===== config.mk =====
export PLATFORM = sky130hd
export DESIGN_NAME = mon_uart_tx
export DESIGN_NICKNAME = d
export VERILOG_FILES = /design/src/rtl/mon_uart_pkg.sv /design/src/rtl/uart_tx_byte.sv /design/src/rtl/mon_uart_tx.sv
export SDC_FILE = /design/constraint.sdc
export NUM_CORES = 1
export LEC_CHECK = 0
export ABC_CLOCK_PERIOD_IN_PS = 2300
export CAP_MARGIN = 20
export CELL_PAD_IN_SITES_DETAIL_PLACEMENT = 1
export CELL_PAD_IN_SITES_GLOBAL_PLACEMENT = 1
export CORE_MARGIN = 5
export CORE_UTILIZATION = 40
export DETAILED_ROUTE_END_ITERATION = 6
export GPL_TIMING_DRIVEN = 0
export PLACE_DENSITY_LB_ADDON = 0.3
export SLEW_MARGIN = 20
export SYNTH_ARGS = -nofsm -noshare
export SYNTH_HDL_FRONTEND = slang
export SYNTH_SLANG_ARGS = --single-unit

===== constraint.sdc =====
create_clock -name clk -period 2.3 [get_ports clk]
set_input_delay 0.69 -clock clk [delete_from_list [all_inputs] [get_ports clk]]
set_output_delay 0.69 -clock clk [all_outputs]
set_load 0.005 [all_outputs]

===== src/rtl/mon_uart_pkg.sv =====
// mon_uart_pkg: shared definitions for the board-monitor UART exporter.
//   byte_state_t : byte-serialiser FSM states (IDLE, START, DATA, STOP)
//   ASCII_CR/LF  : line terminator characters
//   hex2ascii()  : 4-bit nibble -> uppercase ASCII hex digit
package mon_uart_pkg;

    typedef enum logic [1:0] {
        IDLE,
        START,
        DATA,
        STOP
    } byte_state_t;

    localparam logic [7:0] ASCII_CR = 8'h0D;
    localparam logic [7:0] ASCII_LF = 8'h0A;

    // 0-9 -> '0'..'9' (0x30..0x39), 10-15 -> 'A'..'F' (0x41..0x46)
    function automatic logic [7:0] hex2ascii(input logic [3:0] nib);
        logic [7:0] c;
        if (nib < 4'd10) begin
            c = 8'h30 + {4'h0, nib};
        end else begin
            c = 8'h37 + {4'h0, nib};
        end
        return c;
    endfunction

endpackage


===== src/rtl/uart_tx_byte.sv =====
// uart_tx_byte: 8N1 byte serialiser.
//   clk, reset : board clock, synchronous active-high reset
//   load       : present a byte; taken when ready=1 or in the byte_done cycle
//   byte_in    : byte to send (LSB first)
//   tx         : registered serial line, idle high
//   ready      : serialiser idle
//   byte_done  : one-cycle strobe during the final cycle of the stop bit
// Parameter DIV: clock cycles per bit (>= 2).
module uart_tx_byte
    import mon_uart_pkg::*;
#(
    parameter int unsigned DIV = 868
) (
    input  logic       clk,
    input  logic       reset,
    input  logic       load,
    input  logic [7:0] byte_in,
    output logic       tx,
    output logic       ready,
    output logic       byte_done
);

    localparam int unsigned CW = (DIV > 1) ? $clog2(DIV) : 1;
    localparam logic [CW-1:0] BAUD_LAST = CW'(DIV - 1);

    byte_state_t   state;
    logic [CW-1:0] baud_cnt;
    logic [2:0]    bit_cnt;
    logic [7:0]    shreg;
    logic          bit_end;

    assign bit_end   = (baud_cnt == BAUD_LAST);
    assign ready     = (state == IDLE);
    // Combinational so the sequencer can reload on the same edge the stop
    // bit ends: the next start bit then follows with no idle gap.
    assign byte_done = (state == STOP) && bit_end;

    always_ff @(posedge clk) begin
        if (reset) begin
            state    <= IDLE;
            tx       <= 1'b1;
            baud_cnt <= '0;
            bit_cnt  <= '0;
            shreg    <= '0;
        end else if (load && (ready || byte_done)) begin
            state    <= START;
            tx       <= 1'b0;
            baud_cnt <= '0;
            bit_cnt  <= '0;
            shreg    <= byte_in;
        end else begin
            case (state)
                IDLE: begin
                    tx       <= 1'b1;
                    baud_cnt <= '0;
                end
                START: begin
                    if (bit_end) begin
                        state    <= DATA;
                        baud_cnt <= '0;
                        tx       <= shreg[0];
                        shreg    <= {1'b0, shreg[7:1]};
                    end else begin
                        baud_cnt <= baud_cnt + 1'b1;
                    end
                end
                DATA: begin
                    if (bit_end) begin
                        baud_cnt <= '0;
                        if (bit_cnt == 3'd7) begin
                            state <= STOP;
                            tx    <= 1'b1;
                        end else begin
                            bit_cnt <= bit_cnt + 3'd1;
                            tx      <= shreg[0];
                            shreg   <= {1'b0, shreg[7:1]};
                        end
                    end else begin
                        baud_cnt <= baud_cnt + 1'b1;
                    end
                end
                STOP: begin
                    if (bit_end) begin
                        state    <= IDLE;
                        baud_cnt <= '0;
                    end else begin
                        baud_cnt <= baud_cnt + 1'b1;
                    end
                end
                default: begin
                    state <= IDLE;
                    tx    <= 1'b1;
                end
            endcase
        end
    end

endmodule


===== src/rtl/mon_uart_tx.sv =====
// mon_uart_tx: exports a 32-bit monitor word as 8 uppercase hex ASCII
// characters (plus CR LF when MON_UART_CRLF_EN is defined) over 8N1 UART.
//   clk, reset : 100 MHz board clock, synchronous active-high reset
//   data       : word to export, sampled on an accepted send
//   send       : request, accepted on an edge while busy=0
//   tx         : UART line, idle high
//   busy       : word in progress
//   done       : one-cycle pulse after the last stop bit
// Parameters CLK_HZ, BAUD: bit period DIV = CLK_HZ/BAUD cycles.
// Macro MON_UART_CRLF_EN: append CR LF (10 characters instead of 8).
module mon_uart_tx
    import mon_uart_pkg::*;
#(
    parameter int unsigned CLK_HZ = 100_000_000,
    parameter int unsigned BAUD   = 115_200
) (
    input  logic        clk,
    input  logic        reset,
    input  logic [31:0] data,
    input  logic        send,
    output logic        tx,
    output logic        busy,
    output logic        done
);

`ifdef MON_UART_CRLF_EN
    localparam int unsigned N = 10;
`else
    localparam int unsigned N = 8;
`endif
    localparam int unsigned IDX_W = $clog2(N);
    localparam int unsigned DIV   = CLK_HZ / BAUD;

    logic [IDX_W-1:0] index;
    logic [IDX_W-1:0] index_nx;
    logic [31:0]      shadow;
    logic             accept;
    logic             more;
    logic             byte_load;
    logic             byte_ready;
    logic             byte_done;
    logic [7:0]       byte_sel;

    assign index_nx  = index + IDX_W'(1);
    assign accept    = send && !busy && byte_ready;
    assign more      = (index != IDX_W'(N - 1));
    assign byte_load = accept || (byte_done && more);

    // The shadow register shifts left one nibble per character, so the
    // next digit to send is always shadow[31:28]; the first digit comes
    // straight from data on the accept edge.
    always_comb begin
        byte_sel = hex2ascii(data[31:28]);
        if (!accept) begin
            byte_sel = hex2ascii(shadow[31:28]);
`ifdef MON_UART_CRLF_EN
            if (index_nx == IDX_W'(8)) begin
                byte_sel = ASCII_CR;
            end else if (index_nx == IDX_W'(9)) begin
                byte_sel = ASCII_LF;
            end
`endif
        end
    end

    always_ff @(posedge clk) begin
        if (reset) begin
            busy   <= 1'b0;
            done   <= 1'b0;
            index  <= '0;
            shadow <= '0;
        end else begin
            done <= 1'b0;
            if (accept) begin
                busy   <= 1'b1;
                index  <= '0;
                shadow <= {data[27:0], 4'h0};
            end else if (byte_done) begin
                if (more) begin
                    index  <= index_nx;
                    shadow <= {shadow[27:0], 4'h0};
                end else begin
                    busy <= 1'b0;
                    done <= 1'b1;
                end
            end
        end
    end

    uart_tx_byte #(
        .DIV(DIV)
    ) u_byte (
        .clk      (clk),
        .reset    (reset),
        .load     (byte_load),
        .byte_in  (byte_sel),
        .tx       (tx),
        .ready    (byte_ready),
        .byte_done(byte_done)
    );

endmodule


Yosys cells after proc, flatten, opt, wreduce, memory -nomap -nowiden:

Index checks and enable logic that the tools add are counted.

* word-level logic and storage cells: 92
* output and inout bits: 3
* bits of input ports: 35
* bits in registers: 57

* eq/ne operators: 16
* bitwise logic cells: 2
* $lt $le $gt $ge: 2
* reduce and logical (&&, ||, !) cells: 27
* muxes and demuxes: 28
* add/sub/neg operators: 7

Operators by type and width (number)
* 32-bit two-way mux: 3
* 8-bit two-way mux: 5
* 6-bit by 4-bit adder with 7-bit output, first input constant: 4
* 10-bit one-hot mux with 2 select lines: 1
* 8-bit one-hot mux with 2 select lines: 1
* 7-bit two-way mux: 2
* 10-bit by 1-bit adder with 10-bit output, second input constant: 1
* 10-bit equality test, second input constant: 1
* 10-bit two-way mux: 1
* 5-bit AND reduction: 2
* 1-bit two-way mux: 9
* 3-bit by 1-bit != test with 1-bit output, second input constant: 3
* 4-bit < comparator, second input constant: 2
* 2-bit two-way mux: 4
* 2-bit by 1-bit != test with 1-bit output, second input constant: 4
* 4-bit nonzero test: 2
* 3-bit by 1-bit adder with 3-bit output, second input constant: 2
* 3-bit by 2-bit != test with 1-bit output, second input constant: 2
* 2-bit one-hot mux with 3 select lines: 1
* 2-bit AND reduction: 3
* 3-bit AND reduction: 2
* 3-bit nonzero test: 2
* 3-bit OR reduction: 2
* 1-bit logical AND: 5
* other kinds (13): 18

Depth between registers and ports, before layout:

* depth after elaboration: 7
* gate-level depth with buffers: 9
* depth with buffers taken out: 7

Hierarchy:

Synthesis repeated with hierarchy kept, for this count alone.

* cell total of the unflattened synthesis: 342
* area, all modules: 2890.3 um2

By module, submodules not included
* mon_uart_tx: seq. area each 660.6 um2, area each 1632.8 um2, times used 1, cells each 207
* uart_tx_byte: seq. area each 480.5 um2, area each 1257.5 um2, times used 1, cells each 135

Worst setup path after synthesis:

Ideal clock, no wire load.

* path type: input port to flip-flop
* from: input send
* to: register u_byte.shreg[5]
* arrival time: 1707 ps
* data required time: 2170 ps
* path buffers: 2
* setup time: 130 ps
* setup slack: 463 ps
* stages: 7
* path through: and3b_1 -> clkbuf_1 -> nor3_1 -> o21ai_1 -> buf_2 -> o311a_1 -> nor3_2

* word-level cells in the longest chain between the ends: 6
* elaborated cells on any way between the ends: 11
* those cells by class: eq/ne: 3; mux: 2; reduce/logical: 6

RTL lines
* start: declaration: line mon_uart_tx.sv:20 `input logic send,`
* 1-bit logical AND (*) (2 in series): line mon_uart_tx.sv:45 `assign accept = send && !busy && byte_ready;`
* 1-bit logical OR: line mon_uart_tx.sv:47 `assign byte_load = accept || (byte_done && more);`
* 1-bit logical AND: line uart_tx_byte.sv:45 `end else if (load && (ready || byte_done)) begin`
* 3-bit by 2-bit != test with 1-bit output (no line) (tied with other cells)
* 4-bit AND reduction (no line)
* end signal: assignment: line uart_tx_byte.sv:50 `shreg <= byte_in;`
* end signal: assignment: line uart_tx_byte.sv:62 `shreg <= {1'b0, shreg[7:1]};`
* end signal: assignment: line uart_tx_byte.sv:76 `shreg <= {1'b0, shreg[7:1]};`
* end: declaration: line uart_tx_byte.sv:29 `logic [7:0] shreg;`

Every way passes the cells marked *; elsewhere a longest branch is shown, timed or not.
A chain may end at the register's enable or synchronous reset.

Final worst setup path:

* from: register index[0]
* to: register shadow[14]

* word-level cells in the longest chain between the ends: 3

RTL lines
* start: declaration: line mon_uart_tx.sv:34 `logic [IDX_W-1:0] index;`
* start signal: assignment: line mon_uart_tx.sv:80 `index <= index_nx;`
* 3-bit != test: line mon_uart_tx.sv:46 `assign more = (index != IDX_W'(N - 1));`
* 2-bit nonzero test (no line)
* 2-bit AND reduction (no line)
* end signal: assignment: line mon_uart_tx.sv:77 `shadow <= {data[27:0], 4'h0};`
* end signal: assignment: line mon_uart_tx.sv:81 `shadow <= {shadow[27:0], 4'h0};`
* end: declaration: line mon_uart_tx.sv:36 `logic [31:0] shadow;`

Every way passes these cells.

==> reports/metrics.yaml <==
critical_path:
  cp_num_buf_inv: 2
  slowest_stage: "dfxtp_1"
  crit_chain: "ha_1 > ha_1 > nor2b_1 > and4_4 > buf_6 > buf_4 > nand2_1 > a311oi_1"
  cp_data_required_time_ns: 2.53
  max_stage_delay_ns: 0.34
  worstPathArrival_ns: 2.38
  cp_max_fo: 10
  criticalPathCategory: "reg2reg"
  end_kind: "flop"
  cpLargestDelayFamily: "simple AND/OR/NAND/NOR gates"
  cpMostUsedCell: "ha_1"
  start_kind: "flop"
synth:
  yosysSeqAreaShare: 0.403
  ys_types: 46
  syn_inst: 345
  synth_edf_count: 0
  ys_async_sr_fraction: 0
  synthFlopType: "dfxtp_1"
  avgSynthCellArea_sq_um: 8.06
  synthesis.nets: 394
  syn_area_sq_um: 2780
  synth-seq-cells: 56
  ys_warn_count: 0
cells_and_area:
  area_delta_synth_final_pct: 22.4
  utilization: 0.501
  fin_cells: 486
  ff_latch_area_sq_um: 1120
  fin_nets: 438
  drive_above_1_share: 0.0667
  fill_cells: 852
  multiInputGateArea_sq_um: 1540
  final_common_cell: "nand2_1"
  finalInstanceArea_sq_um: 3400
  final_cell_mix: "nand2_1, dfxtp_1, nor2_1"
  diodes: 0
sta:
  relSlewSlack: 0.658
  finalSetupViolCount: 0
  setup_ws_ns: 0.148
  fmax_mhz: 465
  tightest_slew_ns: 0.508
  holdWs_ns: 0.480
  worst_clock_skew_ns: 0.00628
  fin_crit_sh: 0.936
  drv_slew: 0
  rsz0062_at_grt: "no"
  finalHoldViolCount: 0
  fin_setup_tns_ns: 0
  fin_crit_ns: 2.15
placement:
  dp_cells: 477
  dp_slack_ns: -0.480
  hpwl_mm: 5.88
  io_buffers: 36
  placed_cell_area_sq_um: 3260
  place_congestion: 0.831
route:
  met2_length_mm: 3.92
  drtAntennaViolNets: 0
  vias_per_cell: 5.38
  drt-pass1-iter-count: 4
  drc: 0
  first_iter_violations: 97
  via_count: 2616
  topRoutingLayerUsed: "met4"
  drt_wl_total_mm: 7.97
  drt-met1-wl_mm: 3.67
  wl_per_cell_um: 16.4
  routed-wl-met3_um: 308
pwr:
  vdd_drop_max_uv: 311
  p_per_area_nw_per_um2: 921
  leakagePower_nw: 1.24
  finalPower_mw: 3.13
floorplan:
  pin_count: 38
  fp.dieW_um: 93.4
  die_h_um: 93.4
  row_count: 30
  start_util: 0.409
  core_sq_um: 6790
  die-area_sq_um: 8720
clocking:
  insertion_delay_ns: 0.32
  numClockSinks: 56
  clock_path_buffers: 2
  htreeDepth: 2
  cts_root_buf: "clkbuf_8"
  cts-buffers-inserted: 5
  path_clk_slew_ns: 0.10
  cts_tree: "done"
global_routing:
  track_usage: 0.187
  grt_pass1_vias: 2698
  overflow: 0
  antenna_found_initial: 0
  grt_pass1_wl_mm: 13.2
  grt_max_degree: 18
min_path:
  hold_path.class: "reg2reg"
flow_run:
  maxCapViolCount: 0
status:
  outcome: "finished clean"
## Yosys cell counts, drive strengths merged (7+ instances only)
master  instances  area share
nor2           52       0.070
xnor2           8       0.025
nand3          12       0.023
a21oi          16       0.029
clkbuf         12       0.016
a311oi         26       0.082
nand2          70       0.095
ha             14       0.063
dfxtp          56        0.40
nor3            9       0.022
inv             8       0.011
buf             7       0.016
o21ai          11       0.020
## sequential cells by signal (all words and copies together), names as in the netlist
register,cells
shadow,28
u_byte.shreg,7
done,1
u_byte.tx,1
index,3
busy,1
u_byte.state,2
u_byte.bit_cnt,3
u_byte.baud_cnt,10
## layer usage
metal  vias to the layer above  GRT usage
met5                         -          0
met4                         0     0.0501
met3                         7     0.0265
met2                        35      0.316
met1                      1277      0.249
li1                       1297          -
## timing repair
item | 4_1_cts | 5_1_grt
pin swaps | 0 | 1
hold buffers | 0 | 0
setup endpoints to repair | 26 | 23
buffers inserted | 0 | 2
gates resized for setup | 2 | 7
endpoints found under the hold margin | 0 | 0
## area by class of cell
class / instances / share of cell area
buffer: 18 / 0.0272
clock buffer: 6 / 0.0243
clock inverter: 2 / 0.0114
inverter: 8 / 0.00883
multi-input combinational: 262 / 0.453
sequential: 56 / 0.330
tap: 96 / 0.0353
timing repair buffer: 38 / 0.110
## where the power goes
part / total (mW) / internal (mW) / switching, mW
clock network: 0.700 / 0.357 / 0.343
registers: 1.30 / 1.17 / 0.133
logic: 1.13 / 0.460 / 0.674
total: 3.13 / 1.98 / 1.15
## cell families (layout without fill, tap and decap cells)
kind of cell	count (synthesis)	after routing	synth area share
AOI/OAI and AO/OA	69	69	0.176
xor gates and xnor gates	12	12	0.0378
adders and majority gates	14	14	0.0630
buffers and inverters	27	72	0.0428
DFF	56	56	0.403
muxes	4	4	0.0153
and+or+nand+nor	163	163	0.261
## worst register-to-register path: cells and delay by family (launching register included)
kind / cells / cell delay [ns]
fa+ha+maj: 2 / 0.41
flops: 1 / 0.34
buf+inv: 2 / 0.34
compound gates: 1 / 0.29
simple gates: 3 / 0.67
## final timing paths
kind | startpoint | end | slack, ns | depth (start not counted)
min reg2reg | index[1] | index[1] | 0.48 | 2
max reg2reg | index[0] | shadow[14] | 0.15 | 8
max | index[0] | shadow[14] | 0.15 | 8
min | index[1] | index[1] | 0.48 | 2
(Power assumes the default switching activity.)
